--- src/rtl/cnt_en_gen_pkg.sv ---
// cnt_en_gen_pkg: FSM state type and default parameters shared by cnt_en_gen and btn_cond
package cnt_en_gen_pkg;

   typedef enum logic [1:0] {
      IDLE = 2'd0,
      RUN  = 2'd1,
      STEP = 2'd2
   } state_t;

   localparam int PRESCALE_DEF = 4;
   localparam int DEB_LEN_DEF  = 3;

endpackage

--- src/rtl/btn_cond.sv ---
// btn_cond: synchronizes, optionally debounces (CNT_EN_GEN_DEBOUNCE_EN) and edge-detects one raw button
module btn_cond
   import cnt_en_gen_pkg::*;
#(
   parameter int DEB_LEN = DEB_LEN_DEF
) (
   input  logic clk,
   input  logic reset,
   input  logic raw,
   output logic press
);

   logic [1:0] sync;
   logic       lvl;
   logic       lvl_d;

   // two-flop synchronizer; sync[1] is the level safe to use in this clock domain
   always_ff @(posedge clk or negedge reset)
      if (!reset) sync <= '0;
      else sync <= {sync[0], raw};

`ifdef CNT_EN_GEN_DEBOUNCE_EN
   localparam int CW = $clog2(DEB_LEN + 1);
   localparam logic [CW-1:0] LAST = CW'(DEB_LEN - 1);

   logic [CW-1:0] cnt;

   // accept a new synchronized level only after it has differed for DEB_LEN consecutive cycles
   always_ff @(posedge clk or negedge reset)
      if (!reset) begin
         cnt <= '0;
         lvl <= 1'b0;
      end else if (sync[1] == lvl) begin
         cnt <= '0;
      end else if (cnt == LAST) begin
         cnt <= '0;
         lvl <= sync[1];
      end else begin
         cnt <= cnt + 1'b1;
      end
`else
   // without debouncing the synchronized level is taken as-is, one register later
   always_ff @(posedge clk or negedge reset)
      if (!reset) lvl <= 1'b0;
      else lvl <= sync[1];
`endif

   // previous accepted level for rising-edge detection
   always_ff @(posedge clk or negedge reset)
      if (!reset) lvl_d <= 1'b0;
      else lvl_d <= lvl;

   assign press = lvl & ~lvl_d;

endmodule

--- src/rtl/cnt_en_gen.sv ---
// cnt_en_gen: run/stop and single-step buttons to one-cycle cnt_en strobe; debouncer enabled by CNT_EN_GEN_DEBOUNCE_EN
module cnt_en_gen
   import cnt_en_gen_pkg::*;
#(
   parameter int PRESCALE = PRESCALE_DEF,
   parameter int DEB_LEN  = DEB_LEN_DEF
) (
   input  logic clk,
   input  logic reset,
   input  logic run_btn,
   input  logic step_btn,
   output logic cnt_en,
   output logic running
);

   localparam int PW = $clog2(PRESCALE);
   localparam logic [PW-1:0] LAST = PW'(PRESCALE - 1);

   state_t          state;
   state_t          state_nx;
   logic [PW-1:0]   presc;
   logic [PW-1:0]   presc_nx;
   logic            cnt_en_nx;
   logic            run_press;
   logic            step_press;

   btn_cond #(.DEB_LEN(DEB_LEN)) u_run (
      .clk   (clk),
      .reset (reset),
      .raw   (run_btn),
      .press (run_press)
   );

   btn_cond #(.DEB_LEN(DEB_LEN)) u_step (
      .clk   (clk),
      .reset (reset),
      .raw   (step_btn),
      .press (step_press)
   );

   // next state, prescaler and strobe; run press beats step press and beats a due strobe
   always_comb begin
      state_nx  = state;
      presc_nx  = presc;
      cnt_en_nx = 1'b0;
      case (state)
         IDLE:
            if (run_press) begin
               state_nx = RUN;
               presc_nx = '0;
            end else if (step_press) begin
               state_nx  = STEP;
               cnt_en_nx = 1'b1;
            end
         RUN:
            if (run_press) begin
               state_nx = IDLE;
               presc_nx = '0;
            end else if (presc == LAST) begin
               presc_nx  = '0;
               cnt_en_nx = 1'b1;
            end else begin
               presc_nx = presc + 1'b1;
            end
         default:
            state_nx = IDLE;
      endcase
   end

   // state, prescaler and registered outputs
   always_ff @(posedge clk or negedge reset)
      if (!reset) begin
         state   <= IDLE;
         presc   <= '0;
         cnt_en  <= 1'b0;
         running <= 1'b0;
      end else begin
         state   <= state_nx;
         presc   <= presc_nx;
         cnt_en  <= cnt_en_nx;
         running <= (state_nx == RUN);
      end

endmodule
--- config.mk ---
export PLATFORM = sky130hd
export DESIGN_NAME = cnt_en_gen
export DESIGN_NICKNAME = d
export VERILOG_FILES = /design/src/rtl/cnt_en_gen_pkg.sv /design/src/rtl/btn_cond.sv /design/src/rtl/cnt_en_gen.sv
export SDC_FILE = /design/constraint.sdc
export NUM_CORES = 1
export LEC_CHECK = 0
export CAP_MARGIN = 10
export CORE_AREA = 4 4 51 53
export CTS_CLUSTER_DIAMETER = 150
export DETAILED_ROUTE_END_ITERATION = 8
export DIE_AREA = 0 0 55 57
export MAX_ROUTING_LAYER = met4
export PLACE_DENSITY_LB_ADDON = 0.3
export SYNTH_ARGS = -nofsm -noshare
export SYNTH_HDL_FRONTEND = slang
export SYNTH_HIERARCHICAL = 1
export SYNTH_SLANG_ARGS = --single-unit
--- constraint.sdc ---
create_clock -name clk -period 3.4 [get_ports clk]
set_clock_uncertainty 0.2 [all_clocks]
set_input_delay 0.34 -clock clk [delete_from_list [all_inputs] [get_ports clk]]
set_output_delay 0.34 -clock clk [all_outputs]
set_load 0.03 [all_outputs]
# Word level (Yosys, flattened, before mapping)
# Cells that the tools add are included.
# totals
register_bits,14
# classes
add_sub_neg,1
n_eq_ne,4
mux,13
bitwise_logic,4
n_reduce_logical,3
# ops
operator,count
$mux W2,6
$pmux W2 S2,2
$eq A2 B1 Y1 const B,2
$mux W1,4
$add A2 B1 Y2 const B,1
$and A1 B1 Y1,2
$eq A2 B2 Y1 const B,1
$logic_not A2 Y1,1
$ne A2 B2 Y1 const B,1
$not A1 Y1,2
$pmux W1 S2,1
$reduce_and A2 Y1,1
$reduce_bool A2 Y1,1

# Logic depth before layout (Yosys ltp)
# Gate-level depths: netlist (run 1).
# depth
ltp_word,6
depth_mapped,4

# Modules after synthesis
# Netlist (run 1), hierarchy kept.
# by_module_without_submodules
module,instances,cells_per_inst,area_each_um2,seq_area_each_um2
cnt_en_gen,1,22,271.5,150.1
btn_cond,2,5,113.9,100.1

# Worst setup path after synthesis (run 1)
# Ideal clock, no wire load.
# synth_path
path_kind,reg-to-reg
start,register presc[0]
end,register presc[1]
setup_time_ps,124
arrival_time_ps,1031
t_required_ps,3076
slack_ps,2045
stages_incl_launch_ff,4
path_buffers,0
period_less_slack_ps,1355
path_cell_list,dfrtp_1 -> ha_1 -> nor4bb_1 -> a211o_1
# synth_via
elab_chain_cells,4
word_cells_on_any_way,5
cone_classes,add/sub: 1; eq/ne: 1; mux: 3
# synth_rtl
element,line,source
from (decl),cnt_en_gen.sv:21,logic [PW-1:0] presc;
from (signal assigned),cnt_en_gen.sv:79,presc <= presc_nx;
$add A2 B1 Y2 or $eq A2 B2 Y1 (tied branches),"cnt_en_gen.sv:63, cnt_en_gen.sv:59",
$mux W2 (*),cnt_en_gen.sv:59,end else if (presc == LAST) begin
$mux W2 (*),cnt_en_gen.sv:56,if (run_press) begin
$pmux W2 S2 (*),cnt_en_gen.sv:46,case (state)
# Every way passes the cells marked *; elsewhere a longest branch is shown, timed or not.
# A chain may end at the register's enable or synchronous reset.

# Worst setup path after layout (run 1)
# layout_path
start,register running
end,output port running
# layout_lines
element,line,source
from (decl),cnt_en_gen.sv:13,output logic running
from (signal assigned),cnt_en_gen.sv:81,running <= (state_nx == RUN);
# No word-level cell between the ends.

==> results.toml, run 1 <==
[place]
place_inst = 63
place_area_um2 = 572
gp_congestion = 0.748
io_buffer_count = 5

[global_route]
globalRouteOverflowTotal = 0
grt_max_degree = 15
first_global_vias = 276
grtUsageTotal_pct = 6.09
grt_pass1_wl_um = 1250
antenna_found_initial = 0

[power]
p_per_area_nw_per_um2 = 723
leakagePower_nw = 0.272
seq_power_share_pct = 51.1
combPwrFrac_pct = 22.1
switching_share_pct = 28.1
intPower_uw = 316
pwr-share-clk_pct = 26.8
ir_drop_v = 0.000259
power.net_switching_uw = 123

[yosys]
yosysTopAreaCell = "dfrtp_1"
yosysWarnings = 6
synth_nets = 37
synth_cell_types = 15
ys_ff_latch = 14
synth_xor_xnor_area_share_pct = 1.75
synth_top_family_by_area = "simple AND/OR/NAND/NOR gates"
synth-compound-area-share_pct = 5.01
synth_cells = 32
synth_top_area_share_pct = 70.2
synth_fa_ha_area_share_pct = 2.51
yosys.area_share.simple_pct = 18.0
syn_avg_cell_area_um2 = 15.6
synth_area_leaders = "dfrtp_1 (70%), nor2b_4 (5.5%), a211o_1 (3.5%)"
syn_area_um2 = 499
yosysSeqAreaShare_pct = 70.2
synth_mux_area_share_pct = 0

[job]
cap_violations = 0

[cts]
cts_sinks = 14
insertion_delay_ns = 0.27
cts-buffers-inserted = 3
htree_levels = 1
ctsRootBufferMaster = "clkbuf_4"
cts_setup_buffers = 0
cts_tree = "built"
clock_path_buffers = 2
hold_buffers = 0
ctsResizeCount = 0
clk_pin_slew_ns = 0.09

[timing]
finalSetupViolations = 0
max_slew_margin_pct = 59.1
timing.fmax_mhz = 555
fin_setup_tns_ns = 0
final.min_clock_period_ns = 1.80
period_share_pct = 53.0
rsz0062_at_grt = "no"
drv_slew = 0
report.final.hold_viol_count = 0
tightest_slew_ns = 0.611

[drt]
drtPass1Iterations = 2
drtAntennaViolNets = 0
viasPerCell = 4.07
routed_wl_um = 689
drtIter0Drc = 1
drt-wirelength-per-cell_um = 10.3
drcViolationCount = 0
dr_total_vias = 273

[cells_and_area]
regArea_um2 = 350
stdcell_area_um2 = 608
diodes = 0
fin_nets = 45
multi_input_area_um2 = 136
nFillCells = 225
drive_above_1_share_pct = 17.9
area_delta_synth_final_pct = 21.8
finalNonFillerCells = 67

[critical_path]
crit_buf_inv = 1
cp-endpoint = "running"
cp.depth = 1
critical_path.max_stage_delay_ns = 0.66
r2r-start = "presc[0]"
critical-path-slowest-cell = "clkdlybuf4s50_1"
cp_top_family = "buffers and inverters"
path_cells = "clkdlybuf4s50_1"
worst-path-max-fanout = 1
cp.required_ns = 2.86
cp-startpoint = "running"
r2r_slack_ns = 1.97
rr_endpoint = "presc[1]"
worstSetupPathType = "reg2out"
reg2reg_depth = 3
arrival_ns = 1.26
start_kind = "flip-flop"
cp-end-kind = "primary output"

[die]
start_util_pct = 23.2
rows = 17
die_area_um2 = 3140
ios = 6
fp.coreArea_um2 = 2150
fp.dieW_um = 55
die_h_um = 57

[run_status]
status = "complete, no violations"

[worst_hold_path]
hp-class = "reg2reg"
hold_start = "u_run/sync[0]"
==> stage by stage <==
step,setup WS [ns],power (mW),util [%],hold slack [ns]
global placement,1.90,0.322,26.6,0.134
finish,1.60,0.439,28.3,0.152
global route,1.55,0.469,28.3,0.165
CTS,1.58,0.445,28.3,0.156
floorplan,2.04,0.293,-,-0.156
detailed placement,1.90,0.325,26.6,0.136
==> state kept, by name, indices dropped and copies added (netlist names) <==
name	flops
state	2
u_run/lvl_d	1
u_run/lvl	1
u_step/lvl_d	1
u_step/lvl	1
cnt_en	1
u_step/sync	2
presc	2
u_run/sync	2
running	1
==> power groups by stage <==
stage | registers (mW) | logic, mW | clock network (mW)
after floorplan | 0.236 | 0.0564 | 0
after global placement | 0.227 | 0.0953 | 0
after global routing | 0.231 | 0.106 | 0.131
after detailed placement | 0.228 | 0.0971 | 0
final | 0.225 | 0.0970 | 0.118
after CTS | 0.225 | 0.0983 | 0.122
==> logic make-up (layout without fill, tap and decap cells) <==
kind of cell	count (synthesis)	after routing
DFF	14	14
and+or+nand+nor	11	11
AOI/OAI and AO/OA	3	3
buffers and inverters	2	9
adders and majority gates	1	1
xor gates and xnor gates	1	1
==> layer usage <==
layer	vias up	share of wire [%]	track usage, %
met5	-	0	-
met4	0	4.9	6.25
met3	4	4.9	2.35
met2	7	46	7.77
met1	138	44	6.74
li1	124	-	-
==> synth_stat cells <==
library cell,n
nor4bb_1,1
nand2b_1,1
dfrtp_1,14
nand2_1,1
a211oi_1,1
buf_4,1
buf_2,1
xnor2_1,1
nor3b_1,2
nor3_1,1
ha_1,1
a211o_1,2
nor2_1,2
nor2b_4,2
nor4b_2,1
==> placed cells by master, fill, tap and decap left out <==
master	count
ha_1	1
nor3_1	1
nand2_1	1
a211oi_1	1
xnor2_1	1
nor2b_4	2
nand2b_1	1
clkbuf_4	3
nor4b_2	1
dfrtp_1	14
nor3b_1	2
a211o_1	2
clkdlybuf4s50_1	5
clkbuf_8	1
nor2_1	2
nor4bb_1	1
==> how the worst min path moves through the flow <==
stage / end / slack, ns / cells after the start
finish: u_run/sync[1] / 0.15 / 0
global route: u_run/sync[1] / 0.17 / 0
CTS: u_run/sync[1] / 0.16 / 0
detailed placement: u_run/sync[1] / 0.14 / 0
global placement: u_step/lvl / 0.13 / 0
floorplan: cnt_en / -0.16 / 0
==> final cells by class <==
class | instances | share of cell area, %
Timing Repair Buffer | 5 | 8.23
Sequential cell | 14 | 57.6
Multi-Input combinational cell | 16 | 22.4
Clock buffer | 4 | 5.97
Tap cell | 28 | 5.76
No activity file was read; power rests on OpenSTA's default activity.
==> run 2: changes to the inputs <==
==> constraint.sdc (replaced) <==
create_clock -name clk -period 1.75 [get_ports clk]
set_clock_uncertainty 0.2 [all_clocks]
set_input_delay 0.175 -clock clk [delete_from_list [all_inputs] [get_ports clk]]
set_output_delay 0.175 -clock clk [all_outputs]
set_load 0.03 [all_outputs]
==> run 2 against run 1 <==
Against the previous run:
- first-iteration DRC count rose by 100%
- critical path depth did not move
- combinational power rose by 97%
- final area rose by 1.2%
- clock power rose by 90%
- wire length fell by 1.6%
- sequential power rose by 92%
==> results.toml, run 2 (synthesized netlist as in run 1, its figures left out) <==
[run_status]
status = "complete, no violations"

[cells_and_area]
stdcell_area_um2 = 616
area_delta_synth_final_pct = 23.3
diodes = 0
finalNonFillerCells = 68
fin_nets = 46
most-common-layout-cells = "dfrtp_1 (14), clkdlybuf4s50_1 (5), clkbuf_4 (3)"
layout_commonest_cell = "dfrtp_1"
drive_above_1_share_pct = 20.0
final_core_util_pct = 28.7

[timing]
postLayoutSetupSlackWorst_ns = 0.117
period_share_pct = 93.3
rsz0062_at_grt = "no"
final.min_clock_period_ns = 1.63
max_slew_margin_pct = 79.6
report.final.hold_viol_count = 0
finalSetupViolations = 0
fin_setup_tns_ns = 0
hold_slack_ns = 0.00320
timing.fmax_mhz = 612
drv_slew = 0
tightest_slew_ns = 0.306

[cts]
htree_levels = 1
ctsRootBufferMaster = "clkbuf_4"
hold_buffers = 0
clk_pin_slew_ns = 0.08
clock_path_buffers = 2
cts_setup_buffers = 0
cts-buffers-inserted = 3
cts_sinks = 14
ctsResizeCount = 0
cts_tree = "built"
insertion_delay_ns = 0.27

[global_route]
antenna_found_initial = 0
grt_max_degree = 15
grt_pass1_wl_um = 1210
globalRouteOverflowTotal = 0
first_global_vias = 286
grtUsageTotal_pct = 5.93

[critical_path]
r2r_slack_ns = 0.33
critical-path-slowest-cell = "clkdlybuf4s50_1"
cp_top_family = "buffers and inverters"
worst-path-max-fanout = 1
cp.required_ns = 1.37
rr_endpoint = "presc[1]"
start_kind = "flip-flop"
path_cells = "clkdlybuf4s50_1"
reg2reg_depth = 3
crit_buf_inv = 1
worstSetupPathType = "reg2out"
cp-end-kind = "primary output"
arrival_ns = 1.26
critical_path.max_stage_delay_ns = 0.66
r2r-start = "presc[0]"

[power]
switching_share_pct = 27.5
pwr-share-clk_pct = 26.4
leakagePower_nw = 0.277
intPower_uw = 616
p_per_area_nw_per_um2 = 1380
seq_power_share_pct = 51.0
combPwrFrac_pct = 22.5
ir_drop_v = 0.000389
power.total_uw = 849
power.net_switching_uw = 233

[place]
io_buffer_count = 5
place_inst = 64
dp_slack_ns = 0.341
place_area_um2 = 579
gp_congestion = 0.763
dp_hpwl_um = 478

[drt]
drt-wirelength-per-cell_um = 9.97
routed_wl_um = 678
drtIter0Drc = 2
dr_total_vias = 257
drcViolationCount = 0
drtPass1Iterations = 4
viasPerCell = 3.78
drtAntennaViolNets = 0

[die]
rows = 17
fp.dieW_um = 55
die_h_um = 57
start_util_pct = 23.2
ios = 6
die_area_um2 = 3140
fp.coreArea_um2 = 2150

[job]
cap_violations = 0

[worst_hold_path]
hp-class = "in2async"
==> run 2: cell types whose count changed in the layout (fill, tap and decap cells not counted) <==
| cell | change |
|---|---|
| buf_4 | +1 |
==> run 2: area by class of cell <==
class / instances / area [um2]
fillers: 224 / 1530
flip-flops and latches: 14 / 350
multi-input cells: 16 / 136
repair buffers: 6 / 57.6
clock buffers: 4 / 36.3
well taps: 28 / 35.0
==> run 2: how the worst max path moves through the flow <==
stage	startpoint	endpoint	slack, ns	cells after the start
after floorplan	presc[0]	presc[1]	0.39	3
after global placement	presc[0]	presc[1]	0.35	3
after detailed placement	presc[0]	presc[1]	0.34	3
after CTS	cnt_en	cnt_en	0.09	1
after global routing	cnt_en	cnt_en	0.06	1
final	cnt_en	cnt_en	0.12	1
==> run 2: per-layer routing <==
metal | share of wire (%) | up-vias | GRT usage, %
met5 | 0 | - | -
met4 | 0 | 0 | 7.29
met3 | 4.6 | 0 | 1.57
met2 | 49 | 5 | 7.94
met1 | 46 | 127 | 6.09
li1 | - | 125 | -
==> run 2: power groups by stage <==
stage / clock (mW) / sequential (mW) / combinational [mW]
2_1_floorplan: 0 / 0.459 / 0.109
3_3_place_gp: 0 / 0.439 / 0.190
3_5_place_dp: 0 / 0.440 / 0.195
4_1_cts: 0.239 / 0.434 / 0.196
5_1_grt: 0.254 / 0.444 / 0.211
6_report: 0.224 / 0.433 / 0.191
==> run 3: changes to the inputs <==
--- a/config.mk
+++ b/config.mk
@@ -12,6 +12,7 @@
 export DIE_AREA = 0 0 55 57
 export MAX_ROUTING_LAYER = met4
 export PLACE_DENSITY_LB_ADDON = 0.3
+export SLEW_MARGIN = 20
 export SYNTH_ARGS = -nofsm -noshare
 export SYNTH_HDL_FRONTEND = slang
 export SYNTH_HIERARCHICAL = 1
==> constraint.sdc (replaced) <==
create_clock -name clk -period 1.4 [get_ports clk]
set_clock_uncertainty 0.2 [all_clocks]
set_input_delay 0.14 -clock clk [delete_from_list [all_inputs] [get_ports clk]]
set_output_delay 0.14 -clock clk [all_outputs]
set_load 0.03 [all_outputs]
==> run 3 against run 2 <==
Against the previous run:
- combinational power rose by 42%
- final area rose by 1.2%
- clock power fell by 5%
- sequential power rose by 23%
- critical path type is now reg2reg
- highest routed layer is now met4
==> results.toml, run 3 (synthesized netlist as in run 1, its figures left out) <==
[cells_and_area]
nFillCells = 227
fin_nets = 49
most-common-layout-cells = "dfrtp_1 (14), buf_4 (4), clkbuf_4 (3), clkdlybuf4s50_1 (3)"
layout_commonest_cell = "dfrtp_1"
drive_above_1_share_pct = 23.8
diodes = 0
area_delta_synth_final_pct = 24.8
stdcell_area_um2 = 623

[die]
fp.dieW_um = 55
die_h_um = 57
start_util_pct = 23.2
die_area_um2 = 3140
fp.coreArea_um2 = 2150
ios = 6
rows = 17

[global_route]
antenna_found_initial = 0
grt_pass1_wl_um = 1220
first_global_vias = 284
grtUsageTotal_pct = 5.88
globalRouteOverflowTotal = 0
grt_max_degree = 15

[drt]
drcViolationCount = 0
routed_wl_um = 716
drtIter0Drc = 0
dr_total_vias = 279
drtAntennaViolNets = 0
viasPerCell = 3.99
drtPass1Iterations = 1
drt-wirelength-per-cell_um = 10.2

[cts]
cts_tree = "built"
clk_pin_slew_ns = 0.08
cts-buffers-inserted = 3
insertion_delay_ns = 0.27
ctsRootBufferMaster = "clkbuf_4"
htree_levels = 1
cts_sinks = 14
clock_path_buffers = 2

[critical_path]
path_cells = "ha_1 -> nor4bb_1 -> a211o_1"
worstSetupPathType = "reg2reg"
r2r-start = "presc[1]"
arrival_ns = 1.29
worst-path-max-fanout = 2
cp-end-kind = "flip-flop"
cp-startpoint = "presc[1]"
cp.required_ns = 1.36
critical-path-slowest-cell = "dfrtp_1"
critical_path.max_stage_delay_ns = 0.39
start_kind = "flip-flop"

[timing]
max_slew_margin_pct = 80.3
rsz0062_at_grt = "no"
fin_setup_tns_ns = 0
finalSetupViolations = 0
period_share_pct = 95.0
drv_slew = 0
tightest_slew_ns = 0.297
final.min_clock_period_ns = 1.33
report.final.hold_viol_count = 0
timing.fmax_mhz = 752

[job]
cap_violations = 0

[power]
p_per_area_nw_per_um2 = 1630
leakagePower_nw = 0.289
ir_drop_v = 0.000652

[place]
gp_congestion = 0.655
io_buffer_count = 5
place_area_um2 = 584
dp_hpwl_um = 506

[worst_hold_path]
hold_start = "step_btn"
hp-class = "in2reg"

[run_status]
status = "complete, no violations"
[run 3: layer usage]
layer  share of wire (%)  track usage [%]  vias up
met5                   0                -        -
met2                  48             7.77        7
met3                 6.4             3.13        2
li1                    -                -      129
met1                  43             7.08      141
met4                 2.0             3.13        0
[run 3: what timing repair did]
action                                 in CTS  in global routing
gates resized for setup                     1                  0
pin swaps                                   0                  2
hold buffers                                1                  0
cloned                                      0                  0
setup endpoints to repair                   1                  1
buffers inserted                            0                  1
endpoints found under the hold margin      14                  0
[run 3: path summary, 6_finish.rpt]
path | to | slack (ns) | cells past startpoint
worst max-delay path | presc[1] | 0.07 | 3
max in group asynchronous | u_run/sync[0] | 0.32 | 3
worst min-delay path | u_step/sync[0] | 0.11 | 1
min in group asynchronous | presc[0] | 0.52 | 3
worst min register to register | u_step/lvl | 0.15 | 0
worst max register to register | presc[1] | 0.07 | 3
[run 3: layout make-up]
cell class / instances / area (um2) / area share, %
Timing Repair Buffer: 9 / 78.8 / 12.7
Multi-Input combinational cell: 16 / 136 / 21.9
Tap cell: 28 / 35.0 / 5.62
Sequential cell: 14 / 350 / 56.2
Clock buffer: 3 / 22.5 / 3.61
[run 3: critical path: cells and delay by family, from the launching register on]
| kind | cells | cell delay [ns] |
|---|---|---|
| AO/OA/AOI/OAI | 1 | 0.23 |
| adder cells (fa/ha/maj) | 1 | 0.28 |
| AND/OR/NAND/NOR | 1 | 0.12 |
| flip-flops | 1 | 0.39 |
[run 3: through the flow]
step	instances	setup WS, ns	util (%)	power (mW)	hold WS, ns
2_1_floorplan	32	0.0450	-	0.711	-0.356
3_3_place_gp	65	0.0606	27.2	0.801	0.135
3_5_place_dp	65	0.0365	27.2	0.808	0.140
4_1_cts	69	0.0120	28.7	1.03	0.0880
5_1_grt	70	0.0208	29.0	1.10	0.0833
6_report	70	0.0705	29.0	1.02	0.105
[run 3: report_power, final]
part / internal [mW] / leakage (nW) / switching [mW]
clock: 0.0994 / 0.0138 / 0.113
combinational: 0.152 / 0.105 / 0.119
sequential: 0.477 / 0.170 / 0.0554
